<file path="config.mk">
export PLATFORM = sky130hd
export DESIGN_NAME = if_id_queue
export DESIGN_NICKNAME = d
export VERILOG_FILES = /design/src/rtl/if_id_queue.sv
export SDC_FILE = /design/constraint.sdc
export NUM_CORES = 1
export LEC_CHECK = 0
export CORE_MARGIN = 4
export CORE_UTILIZATION = 38
export DETAILED_ROUTE_END_ITERATION = 6
export DONT_BUFFER_PORTS = 1
export GPL_ROUTABILITY_DRIVEN = 0
export PLACE_DENSITY = 0.57
export REMOVE_ABC_BUFFERS = 1
export SLEW_MARGIN = 5
export SYNTH_ARGS = -nofsm -noshare
export SYNTH_HDL_FRONTEND = slang
export SYNTH_SLANG_ARGS = --single-unit
</file>
<file path="constraint.sdc">
create_clock -name clk -period 16.5 [get_ports clk]
set_input_delay 1.65 -clock clk [delete_from_list [all_inputs] [get_ports clk]]
set_output_delay 1.65 -clock clk [all_outputs]
set_load 0.01 [all_outputs]
</file>
<file path="src/rtl/if_id_queue.sv">
// Instruction queue between fetch and decode: holds {pc, instr, misaligned}
// entries in FIFO order, stalls fetch when full and flushes on a taken branch.
module if_id_queue #(
    parameter int                   DEPTH   = 2,
    parameter int                   PC_W    = 64,
    parameter int                   INSTR_W = 32,
    parameter logic [INSTR_W-1:0]   NOP     = 32'h0000_0013
) (
    input  logic                         clk,
    input  logic                         rst_n,
    input  logic                         branch_en,
    input  logic                         in_valid,
    input  logic [PC_W-1:0]              in_pc,
    input  logic [INSTR_W-1:0]           in_instr,
    output logic                         fetch_stall,
    output logic                         out_valid,
    output logic [PC_W-1:0]              out_pc,
    output logic [INSTR_W-1:0]           out_instr,
    output logic                         out_misaligned,
    input  logic                         dec_ready,
    output logic [$clog2(DEPTH+1)-1:0]   occupancy
);

    localparam int CNT_W = $clog2(DEPTH + 1);
    localparam int PTR_W = (DEPTH > 1) ? $clog2(DEPTH) : 1;

    logic [CNT_W-1:0]   count_q, count_d;
    logic [PTR_W-1:0]   rd_ptr_q, rd_ptr_d;
    logic [PTR_W-1:0]   wr_ptr_q, wr_ptr_d;

    logic [PC_W-1:0]    pc_mem_q    [DEPTH];
    logic [PC_W-1:0]    pc_mem_d    [DEPTH];
    logic [INSTR_W-1:0] instr_mem_q [DEPTH];
    logic [INSTR_W-1:0] instr_mem_d [DEPTH];
    logic               mis_mem_q   [DEPTH];
    logic               mis_mem_d   [DEPTH];

    logic full;
    logic push;
    logic pop;

    // Pointers wrap explicitly so DEPTH need not be a power of two.
    function automatic logic [PTR_W-1:0] ptr_inc(input logic [PTR_W-1:0] p);
        if (p == PTR_W'(DEPTH - 1)) begin
            return '0;
        end
        return p + PTR_W'(1);
    endfunction

    always_comb begin
        full = (count_q == CNT_W'(DEPTH));
        push = in_valid & ~full & ~branch_en;
        pop  = (count_q != '0) & dec_ready & ~branch_en;
    end

    always_comb begin
        count_d  = count_q;
        rd_ptr_d = rd_ptr_q;
        wr_ptr_d = wr_ptr_q;
        if (branch_en) begin
            count_d  = '0;
            rd_ptr_d = '0;
            wr_ptr_d = '0;
        end else begin
            if (push) begin
                wr_ptr_d = ptr_inc(wr_ptr_q);
            end
            if (pop) begin
                rd_ptr_d = ptr_inc(rd_ptr_q);
            end
            case ({push, pop})
                2'b10:   count_d = count_q + CNT_W'(1);
                2'b01:   count_d = count_q - CNT_W'(1);
                default: count_d = count_q;
            endcase
        end
    end

    always_comb begin
        pc_mem_d    = pc_mem_q;
        instr_mem_d = instr_mem_q;
        mis_mem_d   = mis_mem_q;
        if (push) begin
            pc_mem_d[wr_ptr_q]    = in_pc;
            instr_mem_d[wr_ptr_q] = in_instr;
            mis_mem_d[wr_ptr_q]   = (in_pc[1:0] != 2'b00);
        end
    end

    always_ff @(posedge clk or negedge rst_n) begin
        if (!rst_n) begin
            count_q  <= '0;
            rd_ptr_q <= '0;
            wr_ptr_q <= '0;
        end else begin
            count_q  <= count_d;
            rd_ptr_q <= rd_ptr_d;
            wr_ptr_q <= wr_ptr_d;
        end
    end

    // Entry storage carries no reset; validity is tracked by count alone.
    always_ff @(posedge clk) begin
        pc_mem_q    <= pc_mem_d;
        instr_mem_q <= instr_mem_d;
        mis_mem_q   <= mis_mem_d;
    end

    always_comb begin
        out_valid      = (count_q != '0);
        fetch_stall    = full;
        occupancy      = count_q;
        out_pc         = '0;
        out_instr      = NOP;
        out_misaligned = 1'b0;
        if (out_valid) begin
            out_pc         = pc_mem_q[rd_ptr_q];
            out_instr      = instr_mem_q[rd_ptr_q];
            out_misaligned = mis_mem_q[rd_ptr_q];
        end
    end

    a_count_bound: assert property (@(posedge clk) disable iff (!rst_n)
        count_q <= CNT_W'(DEPTH));
    a_ptr_bound: assert property (@(posedge clk) disable iff (!rst_n)
        (rd_ptr_q <= PTR_W'(DEPTH - 1)) && (wr_ptr_q <= PTR_W'(DEPTH - 1)));

endmodule

</file>
; Word-level counts from Yosys, hierarchy flattened
; Cells that the tools add are included.
[totals]
reg_bits = 198
input_bits = 101
out_inout_bits = 101
word_cells = 70
[classes]
n_addsub = 4
magnitude_cmp = 3
n_eq_ne = 3
muxes = 37
bitwise = 8
n_reduce_logical = 6
[op_table]
columns = cell, n
row1 = $mux W64, 5
row2 = $mux W32, 5
row3 = $bwmux W128, 1
row4 = $bwmux W64, 1
row5 = $demux W64 S1, 1
row6 = $demux W32 S1, 1
row7 = $mux W1, 19
row8 = $reduce_bool A2 Y1, 4
row9 = $and A1 B1 Y1, 4
row10 = $eq A2 B2 Y1 const B, 2
row11 = $ge A2 B2 Y1 const B, 2
row12 = $not A1 Y2, 2
row13 = $pmux W2 S2, 1
row14 = $reduce_bool A3 Y1, 1
row15 = $add A1 B1 Y1 const B, 2
row16 = $add A2 B1 Y2 const B, 1
row17 = $bwmux W2, 1
row18 = $eq A2 B1 Y1 const B, 1
row19 = $lt A2 B1 Y1 const B, 1
row20 = $mux W2, 1
row21 = $not A1 Y1, 2
row22 = $sub A2 B1 Y2 const B, 1
row23 = $demux W1 S1, 1
row24 = $logic_and A1 B1 Y1, 1

; Depth between registers and ports, before layout
; Gate-level depths: netlist (run 1).
[logic_depth]
word_depth = 9
mapped_depth = 5
mapped_depth_nobuf = 3

; Worst setup path before layout (run 1)
; No wires, ideal clock.
[synth_path]
path_kind = input -> register
start = input in_valid
end = register instr_mem_q[0] (netlist bit), enable pin
setup_time_ns = 0.691
t_arrival_ns = 8.760
t_required_ns = 15.809
path_slack_ns = 7.049
stages = 2
path_buffers = 0
cell_sequence = nand2b_1 -> nor3b_1
[synth_via]
elab_chain_len = 2
[synth_rtl]
columns = item, line_no
row1 = from (decl), 12  ; input logic in_valid,
row2 = $and A1 B1 Y1 (2 in series), 52  ; push = in_valid & ~full & ~branch_en;
row3 = to (signal assigned), 105  ; instr_mem_q <= instr_mem_d;
row4 = to (decl), 33  ; logic [INSTR_W-1:0] instr_mem_q [DEPTH];
; No other way between the ends.
; A chain may end at the register's enable or synchronous reset.

; Worst setup path in the final report (run 1)
[layout_path]
start = register rd_ptr_q
end = output out_pc[49]
[layout_via]
elab_chain_len = 5
[layout_rtl]
columns = item, line_no
row1 = from (decl), 28  ; logic [PTR_W-1:0] rd_ptr_q, rd_ptr_d;
row2 = from (signal assigned), 97  ; rd_ptr_q <= rd_ptr_d;
row3 = $not A1 Y2 (implied by the code), 117  ; out_pc = pc_mem_q[rd_ptr_q];
row4 = $mux W64 (implied by the code) (3 in series), 117
row5 = $mux W64, 116  ; if (out_valid) begin
row6 = to (decl), 17  ; output logic [PC_W-1:0] out_pc,
; No other way between the ends. The select of a mux whose other input is x is not followed.

==> flow_summary.toml, run 1 <==
[run_status]
status = "finished clean"

[detailed_routing]
drc = 0
post_drt_via_cell_ratio = 4.93
dr_total_vias = 3543
drt_first_pass_iters = 4
drt_iter0_drc = 129
routed_wl_um = 14000
routedWlPerCell_um = 19.5
ant_nets = 0

[clock_network]
clock_path_buffers = 2
numCtsBuffers = 17
post_cts_buffers = 0
cts-root-buf = "clkbuf_16"
cts.sinks = 198
clock_latency_ns = 0.41
cts_resized = 0
cts_hold_buf = 0
cts_tree = "yes"
clk_transition_reported_paths_ns = 0.07
htreeDepth = 4

[worst_setup_path]
reg2reg_slack_ns = 14.20
cp-start-kind = "register"
cp.required_ns = 14.85
critical_path_class = "reg2out"
arrival_ns = 2.73
crit_fanout = 50
max_stage_delay_ns = 1.01
slowest_stage = "dfrtp_4"
crit_chain = "buf_4 > mux2i_1 > nor2_1"
endpoint_kind = "output pin"

[place]
dp_hpwl_um = 9050
dp.cells = 688
port_buffers = 0

[timing]
hold_violations = 0
worstMarginPinSlew_ns = 0.884
hold_slack_ns = 0.599
fmax_ghz = 0.228
grt_setup_unrepaired = "false"
slew_headroom_pct = 41.1
period_minus_slack_ns = 4.38
setup_tns_ns = 0
slew_viol_final = 0
timing.final.crit_share_pct = 26.6
skew_ns = 0.00740
finalSetupViolations = 0

[layout]
fill_cells = 1719
final_nets = 543
finalNonFillerCells = 719
final_cell_mix = "edfxtp_1 (194), mux2i_1 (97), nor2_1 (97), clkbuf_16 (17), buf_4 (7)"
area_delta_synth_final_pct = 10.3
layout_commonest_cell = "edfxtp_1"
layout-drive-gt1-share_pct = 8.39
ff_latch_area_um2 = 5930
multi_input_area_um2 = 1480

[global_route]
antenna_found_initial = 0
grt_max_degree = 65
grt_pass1_vias = 3698
grt_remaining_overflow = 0
grt_usage_pct = 12.7
grt_pass1_wl_um = 21200

[synthesis]
ys_seq_elements = 198
synthCells = 437
syn_area_um2 = 7520
avgSynthCellArea_um2 = 17.2
synthDistinctLibCells = 24
seq_area_frac_synth_pct = 78.7
yosysWarnings = 0

[floorplanning]
die_w_um = 149
die-area_um2 = 22100
dieHeight_um = 149
core_area_um2 = 19500
rows = 51
io_pins = 202
start_util_pct = 38.7

[run]
cap_violations = 0

[power_and_ir_drop]
power_density_nw_per_um2 = 120
leakagePower_nw = 2.58
ir_drop_v = 0.0000640

[hold_path]
min_path_type = "reg2reg"
final timing paths:
path,start,endpoint,depth (start not counted)
worst max-delay path,rd_ptr_q$_DFFE_PN0P_,out_pc[49],3
worst min-delay path,wr_ptr_q$_DFFE_PN0P_,wr_ptr_q$_DFFE_PN0P_,2
worst max register to register,occupancy[1]$_DFFE_PN0P_,pc_mem_q[49]$_DFFE_PP_,4
worst min register to register,wr_ptr_q$_DFFE_PN0P_,wr_ptr_q$_DFFE_PN0P_,2
max in group asynchronous,rst_n,rd_ptr_q$_DFFE_PN0P_,0
min in group asynchronous,rst_n,occupancy[1]$_DFFE_PN0P_,0
metrics by stage:
stage	power, mW	area (µm²)	setup slack, ns	utilization, %
global placement	0.655	7800	12.46	40.1
floorplan	0.648	7390	7.05	-
CTS	1.01	8290	11.99	42.6
global route	1.04	8290	11.91	42.6
finish	0.999	8300	12.12	42.6
detailed placement	0.656	7800	12.46	40.1
sequential cells by signal, indices dropped and copies added, names as in the netlist:
name	flops
mis_mem_q	2
wr_ptr_q	1
occupancy	2
rd_ptr_q	1
pc_mem_q	128
instr_mem_q	64
power by group:
| group | leakage [nW] | internal, mW | total, mW | switching [mW] |
|---|---|---|---|---|
| registers | 1.83 | 0.573 | 0.582 | 0.00925 |
| logic | 0.504 | 0.0195 | 0.0609 | 0.0414 |
| clock network | 0.241 | 0.190 | 0.357 | 0.167 |
synth_stat cells:
cell | number | area share [%]
a21oi_1 | 2 | 0.13
a22oi_1 | 1 | 0.10
a31oi_1 | 1 | 0.083
buf_2 | 8 | 0.53
buf_4 | 5 | 0.50
buf_6 | 3 | 0.45
clkbuf_1 | 5 | 0.25
dfrtp_1 | 4 | 1.3
edfxtp_1 | 194 | 77
inv_1 | 2 | 0.10
mux2i_1 | 97 | 13
nand2_1 | 4 | 0.20
nand2b_1 | 1 | 0.083
nand3_1 | 2 | 0.13
nand3b_1 | 1 | 0.10
nor2_1 | 97 | 4.8
nor2_2 | 1 | 0.083
nor2b_2 | 1 | 0.12
nor3_1 | 1 | 0.066
nor3b_1 | 1 | 0.10
o21ai_0 | 3 | 0.20
or2_2 | 1 | 0.083
or3_1 | 1 | 0.083
xor2_1 | 1 | 0.12
kinds of logic (layout without fill, tap and decap cells):
group / Yosys count / in the layout / synth area share [%]
buffers and inverters: 23 / 39 / 1.83
muxes: 97 / 97 / 12.9
DFF: 198 / 198 / 78.7
and+or+nand+nor: 111 / 111 / 5.89
AOI/OAI and AO/OA: 7 / 7 / 0.516
xor gates and xnor gates: 1 / 1 / 0.116
other: 0 / 1 / 0
worst max-delay path: cells and delay by family (launching register included):
kind                   cells  cell delay (ns)
multiplexers               1             0.21
buffers and inverters      1             0.81
AND/OR/NAND/NOR            1             0.26
flip-flops                 1             1.01
routing by layer:
layer	track usage [%]	vias to the layer above	share of wire, %
li1	-	1628	-
met1	14.3	1768	38
met2	21.0	136	51
met3	6.92	11	11
met4	3.70	0	1.1
met5	0	-	0
area by class of cell:
cell class	instances	share of cell area (%)
sequential	198	71.5
multi-input combinational	216	17.8
clock buffer	20	5.26
tap	265	4.00
clock inverter	10	0.724
timing repair buffer	7	0.633
inverter	2	0.0905
antenna	1	0.0302
No activity file was read; power rests on OpenSTA's default activity.
==> run 2, diff against run 1 <==
- PLACE_DENSITY: 0.57 -> 0.59
- clock period: 16.5 -> 3.8 ns (I/O delays scaled with it)
==> run 2 against run 1 <==
Worst hold slack got worse by 0.57 ns; clock skew shrank 0.0016 ns; count of clock-buffer cells in the layout up 1.
==> flow_summary.toml, run 2 (synthesized netlist as in run 1, its figures left out) <==
[timing]
grt_setup_unrepaired = "false"
hold_violations = 0
timing.final.crit_share_pct = 66.4
fmax_ghz = 0.396
period_minus_slack_ns = 2.52
slew_headroom_pct = 44.2
slew_viol_final = 0
skew_ns = 0.00585
worstMarginPinSlew_ns = 0.835
finalSetupViolations = 0

[power_and_ir_drop]
power_density_nw_per_um2 = 532
report.power.total_mw = 4.49
leakagePower_nw = 2.64
ir_drop_v = 0.000283

[clock_network]
cts.sinks = 198
numCtsBuffers = 17
clock_path_buffers = 2
clk_transition_reported_paths_ns = 0.07
htreeDepth = 4
clock_latency_ns = 0.42
cts-root-buf = "clkbuf_16"
post_cts_buffers = 0
cts_tree = "yes"

[place]
port_buffers = 0
dp_hpwl_um = 9120
place_area_um2 = 7860

[floorplanning]
core_area_um2 = 19500
die_w_um = 149
io_pins = 202
die-area_um2 = 22100
start_util_pct = 38.7
dieHeight_um = 149
rows = 51

[worst_setup_path]
cp.required_ns = 3.42
arrival_ns = 2.14
crit_fanout = 34
slowest_stage = "nor2_4"
critical_path_class = "reg2out"
endpoint_kind = "output pin"
cp-start-kind = "register"
max_stage_delay_ns = 0.70
crit_chain = "nor2_4 > buf_4 > inv_1 > nand2_1"

[detailed_routing]
routed_wl_um = 13900
ant_nets = 0
routedWlPerCell_um = 19.2
drt_iter0_drc = 235
drt_first_pass_iters = 5
post_drt_via_cell_ratio = 4.83
drc = 0
dr_total_vias = 3496

[layout]
area_delta_synth_final_pct = 12.1
fill_cells = 1718
multi_input_area_um2 = 1480
final_nets = 547
antenna_cells = 0
largest_register_ff_count = 128
ff_latch_area_um2 = 5930
layout-drive-gt1-share_pct = 9.37
layout_commonest_cell = "edfxtp_1"
reg.largest.list = "pc_mem_q x128, instr_mem_q x64"
fin_area_um2 = 8440
final_cell_mix = "edfxtp_1 (194), mux2i_1 (97), nor2_1 (97), clkbuf_16 (17)"
top_register = "pc_mem_q"

[global_route]
grt_max_degree = 59
grt_pass1_vias = 3654
grt_remaining_overflow = 0
grt_pass1_wl_um = 20900
antenna_found_initial = 1
grt_usage_pct = 12.6

[run_status]
status = "finished clean"

[run]
cap_violations = 0

[hold_path]
min_path_type = "in2reg"
-- run 2: changes by cell type in the layout (fill, tap and decap cells not counted) --
cell	delta
inv_6	+2
buf_12	+4
diode_2	-1
clkbuf_8	+1
buf_4	-3
clkinv_1	-2
dlygate4sd3_1	+3
bufinv_16	+1
-- run 2: final cells by class --
type                       instances  area share [%]
sequential                       198            70.3
multi-input combinational        216            17.5
clock buffer                      21            5.34
tap                              265            3.93
timing repair buffer              11            1.66
clock inverter                    11            1.19
inverter                           2          0.0890
-- run 2: final timing paths --
kind                                     startpoint                       end  slack (ns)  depth (start not counted)
setup / recovery           occupancy[1]$_DFFE_PN0P_              out_instr[0]        1.28                          4
hold / removal                            branch_en  occupancy[1]$_DFFE_PN0P_        0.03                          1
setup reg to reg           occupancy[1]$_DFFE_PN0P_   pc_mem_q[124]$_DFFE_PP_        1.48                          4
hold reg to reg                wr_ptr_q$_DFFE_PN0P_      wr_ptr_q$_DFFE_PN0P_        0.63                          2
max in group asynchronous                     rst_n      rd_ptr_q$_DFFE_PN0P_        3.36                          1
min in group asynchronous                     rst_n      rd_ptr_q$_DFFE_PN0P_        0.24                          1
-- run 2: what timing repair did --
| item | CTS | global route |
|---|---|---|
| hold buffers | 2 | 1 |
| resized for setup | 0 | 0 |
| hold endpoints to repair | 6 | 1 |
-- run 2: metal layers --
metal  track usage [%]  up-vias  routed length (µm)
li1                  -     1634                   -
met1              14.4     1694                5360
met2              20.0      149                6930
met3              6.86       17                1460
met4              4.48        2                 158
met5                 0        -                  13
-- run 2: critical path: cells and delay by family (launching register included) --
kind	cells	cell delay [ns]
DFF	1	0.50
buffers and inverters	2	0.38
and+or+nand+nor	2	0.83
-- run 2: power breakdown --
group | internal [mW] | switching, mW | leakage (nW)
combinational | 0.0943 | 0.198 | 0.537
sequential | 2.48 | 0.0242 | 1.83
clock | 0.925 | 0.763 | 0.268
total | 3.50 | 0.986 | 2.64
-- run 2: metrics by stage --
stage / util [%] / setup TNS (ns) / worst slack (ns) / hold slack (ns) / std cells
floorplan: - / -898.72 / -4.77 / 0.0844 / 416
global placement: 40.4 / 0 / 1.56 / 0.0845 / 689
detailed placement: 40.4 / 0 / 1.52 / 0.0845 / 689
CTS: 43.3 / 0 / 1.21 / 0.00356 / 723
global route: 43.3 / 0 / 1.10 / 0.00485 / 724
finish: 43.3 / 0 / 1.28 / 0.0319 / 724
==> run 3, diff against run 2 <==
- clock period: 3.8 -> 2.2 ns (I/O delays scaled with it)
==> run 3 against run 2 <==
Largest cell class unchanged; first-iteration DRC count decreased by 6.0%; clock power rose by 66%; critical endpoint is now out_pc[18]; sequential power is 73% higher; wire length rose by 6.1%; clock skew is 0.0039 ns higher.
==> flow_summary.toml, run 3 (synthesized netlist as in run 1, its figures left out) <==
[detailed_routing]
drt_iter0_drc = 221
dr_total_vias = 3964
drt_first_pass_iters = 4
drc = 0
ant_nets = 0
routedWlPerCell_um = 17.9
routed_wl_um = 14800
post_drt_via_cell_ratio = 4.82

[timing]
hold_violations = 0
timing.final.crit_share_pct = 89.1
grt_setup_unrepaired = "false"
worstMarginPinSlew_ns = 0.567
fmax_ghz = 0.510
period_minus_slack_ns = 1.96
slew_viol_final = 0
finalSetupViolations = 0
skew_ns = 0.00977
slew_headroom_pct = 62.2

[worst_setup_path]
endpoint_kind = "output pin"
reg2reg_to = "instr_mem_q[30]$_DFFE_PP_"
cp.required_ns = 1.98
worst-path-buf-inv = 1
r2r-start = "occupancy[1]$_DFFE_PN0P_"
reg2reg_slack_ns = 0.30
cp-start-kind = "register"
crit_chain = "buf_4 > mux2i_1 > nor2_1"
worst_r2r_path_depth = 4
crit_fanout = 22
arrival_ns = 1.74
cpLargestDelayFamily = "flip-flops"
slowest_stage = "dfrtp_4"
critical_path_class = "reg2out"
max_stage_delay_ns = 0.53

[clock_network]
clk_transition_reported_paths_ns = 0.06
cts_tree = "yes"
cts-root-buf = "clkbuf_16"
cts.sinks = 198
cts_resized = 0
clock_path_buffers = 2
htreeDepth = 4
clock_latency_ns = 0.42
numCtsBuffers = 17

[floorplanning]
die-area_um2 = 22100
io_pins = 202
rows = 51
core_area_um2 = 19500
start_util_pct = 38.7
die_w_um = 149
dieHeight_um = 149

[global_route]
grt_remaining_overflow = 0
grt_pass1_wl_um = 22600
grt_usage_pct = 13.4
grt_max_degree = 98
antenna_found_initial = 1
grt_pass1_vias = 4262

[hold_path]
min_path_cells = 2
min_from = "dec_ready"
min_path_type = "in2reg"
whs_endpoint = "occupancy[0]$_DFFE_PN0P_"

[layout]
layout-drive-gt1-share_pct = 7.36
top_register = "pc_mem_q"
finalNonFillerCells = 823
final_nets = 647
largest_register_ff_count = 128
layout_commonest_cell = "edfxtp_1"
reg.largest.list = "pc_mem_q x128, instr_mem_q x64"
area_delta_synth_final_pct = 25.5
fin_util_pct = 48.5
final_cell_mix = "edfxtp_1 (194), dlygate4sd3_1 (100), mux2i_1 (97), nor2_1 (97), clkbuf_16 (17)"

[place]
dp.cells = 692
dp_hpwl_um = 9140
port_buffers = 0

[run_status]
status = "finished clean"

[power_and_ir_drop]
power_density_nw_per_um2 = 829
leakagePower_nw = 3.05
ir_drop_v = 0.000497
report.power.total_mw = 7.83

[run]
cap_violations = 0
[run 3: report_power, final]
part	internal, mW	total [mW]	switching, mW
Clock	1.54	2.80	1.26
Sequential	4.29	4.33	0.0356
Combinational	0.290	0.699	0.409
[run 3: worst reg2reg max path: stages, from the launching register on]
cell and delay, ns:
dfrtp_1 0.39, nor2b_2 0.21, nand2b_1 0.20, nor3b_2 0.38, buf_12 0.32
[run 3: layer usage]
layer / global-route usage, % / wire length [µm] / up-vias
met4: 5.03 / 263 / 0
li1: - / - / 1834
met1: 14.9 / 5720 / 1961
met2: 23.6 / 7740 / 152
met3: 4.66 / 1040 / 17
met5: 0 / 0 / -
[run 3: how the worst max path moves through the flow]
stage / from / endpoint / slack (ns) / depth (start not counted)
final: rd_ptr_q$_DFFE_PN0P_ / out_pc[18] / 0.24 / 3
after global routing: rd_ptr_q$_DFFE_PN0P_ / out_pc[18] / 0.1 / 3
after CTS: rd_ptr_q$_DFFE_PN0P_ / out_pc[18] / 0.17 / 3
after detailed placement: occupancy[1]$_DFFE_PN0P_ / instr_mem_q[21]$_DFFE_PP_ / 0.32 / 4
after global placement: occupancy[1]$_DFFE_PN0P_ / pc_mem_q[124]$_DFFE_PP_ / 0.35 / 4
after floorplan: occupancy[1]$_DFFE_PN0P_ / instr_mem_q[0]$_DFFE_PP_ / -6.37 / 3
[run 3: layout make-up]
type | instances | area [µm²]
inverter | 2 | 7.51
tap | 265 | 332
timing repair buffer | 111 | 1170
sequential | 198 | 5930
clock buffer | 20 | 437
clock inverter | 10 | 85.1
multi-input combinational | 216 | 1480
fill | 1657 | 10000
antenna | 1 | 2.50
[run 3: repair_timing]
item                      in CTS  in global routing
hold endpoints to repair     202                  0
buffers inserted               0                  0
hold buffers                 100                  0
[run 3: through the flow]
step	area, µm²	worst slack, ns	TNS (ns)	hold WS, ns
6_report	9440	0.239	0	0.0399
5_1_grt	9440	0.0964	0	0.0331
4_1_cts	9440	0.169	0	0.00409
3_5_place_dp	7920	0.320	0	-0.0755
3_3_place_gp	7920	0.352	0	-0.0755
2_1_floorplan	7390	-6.37	-1351.36	-0.0756
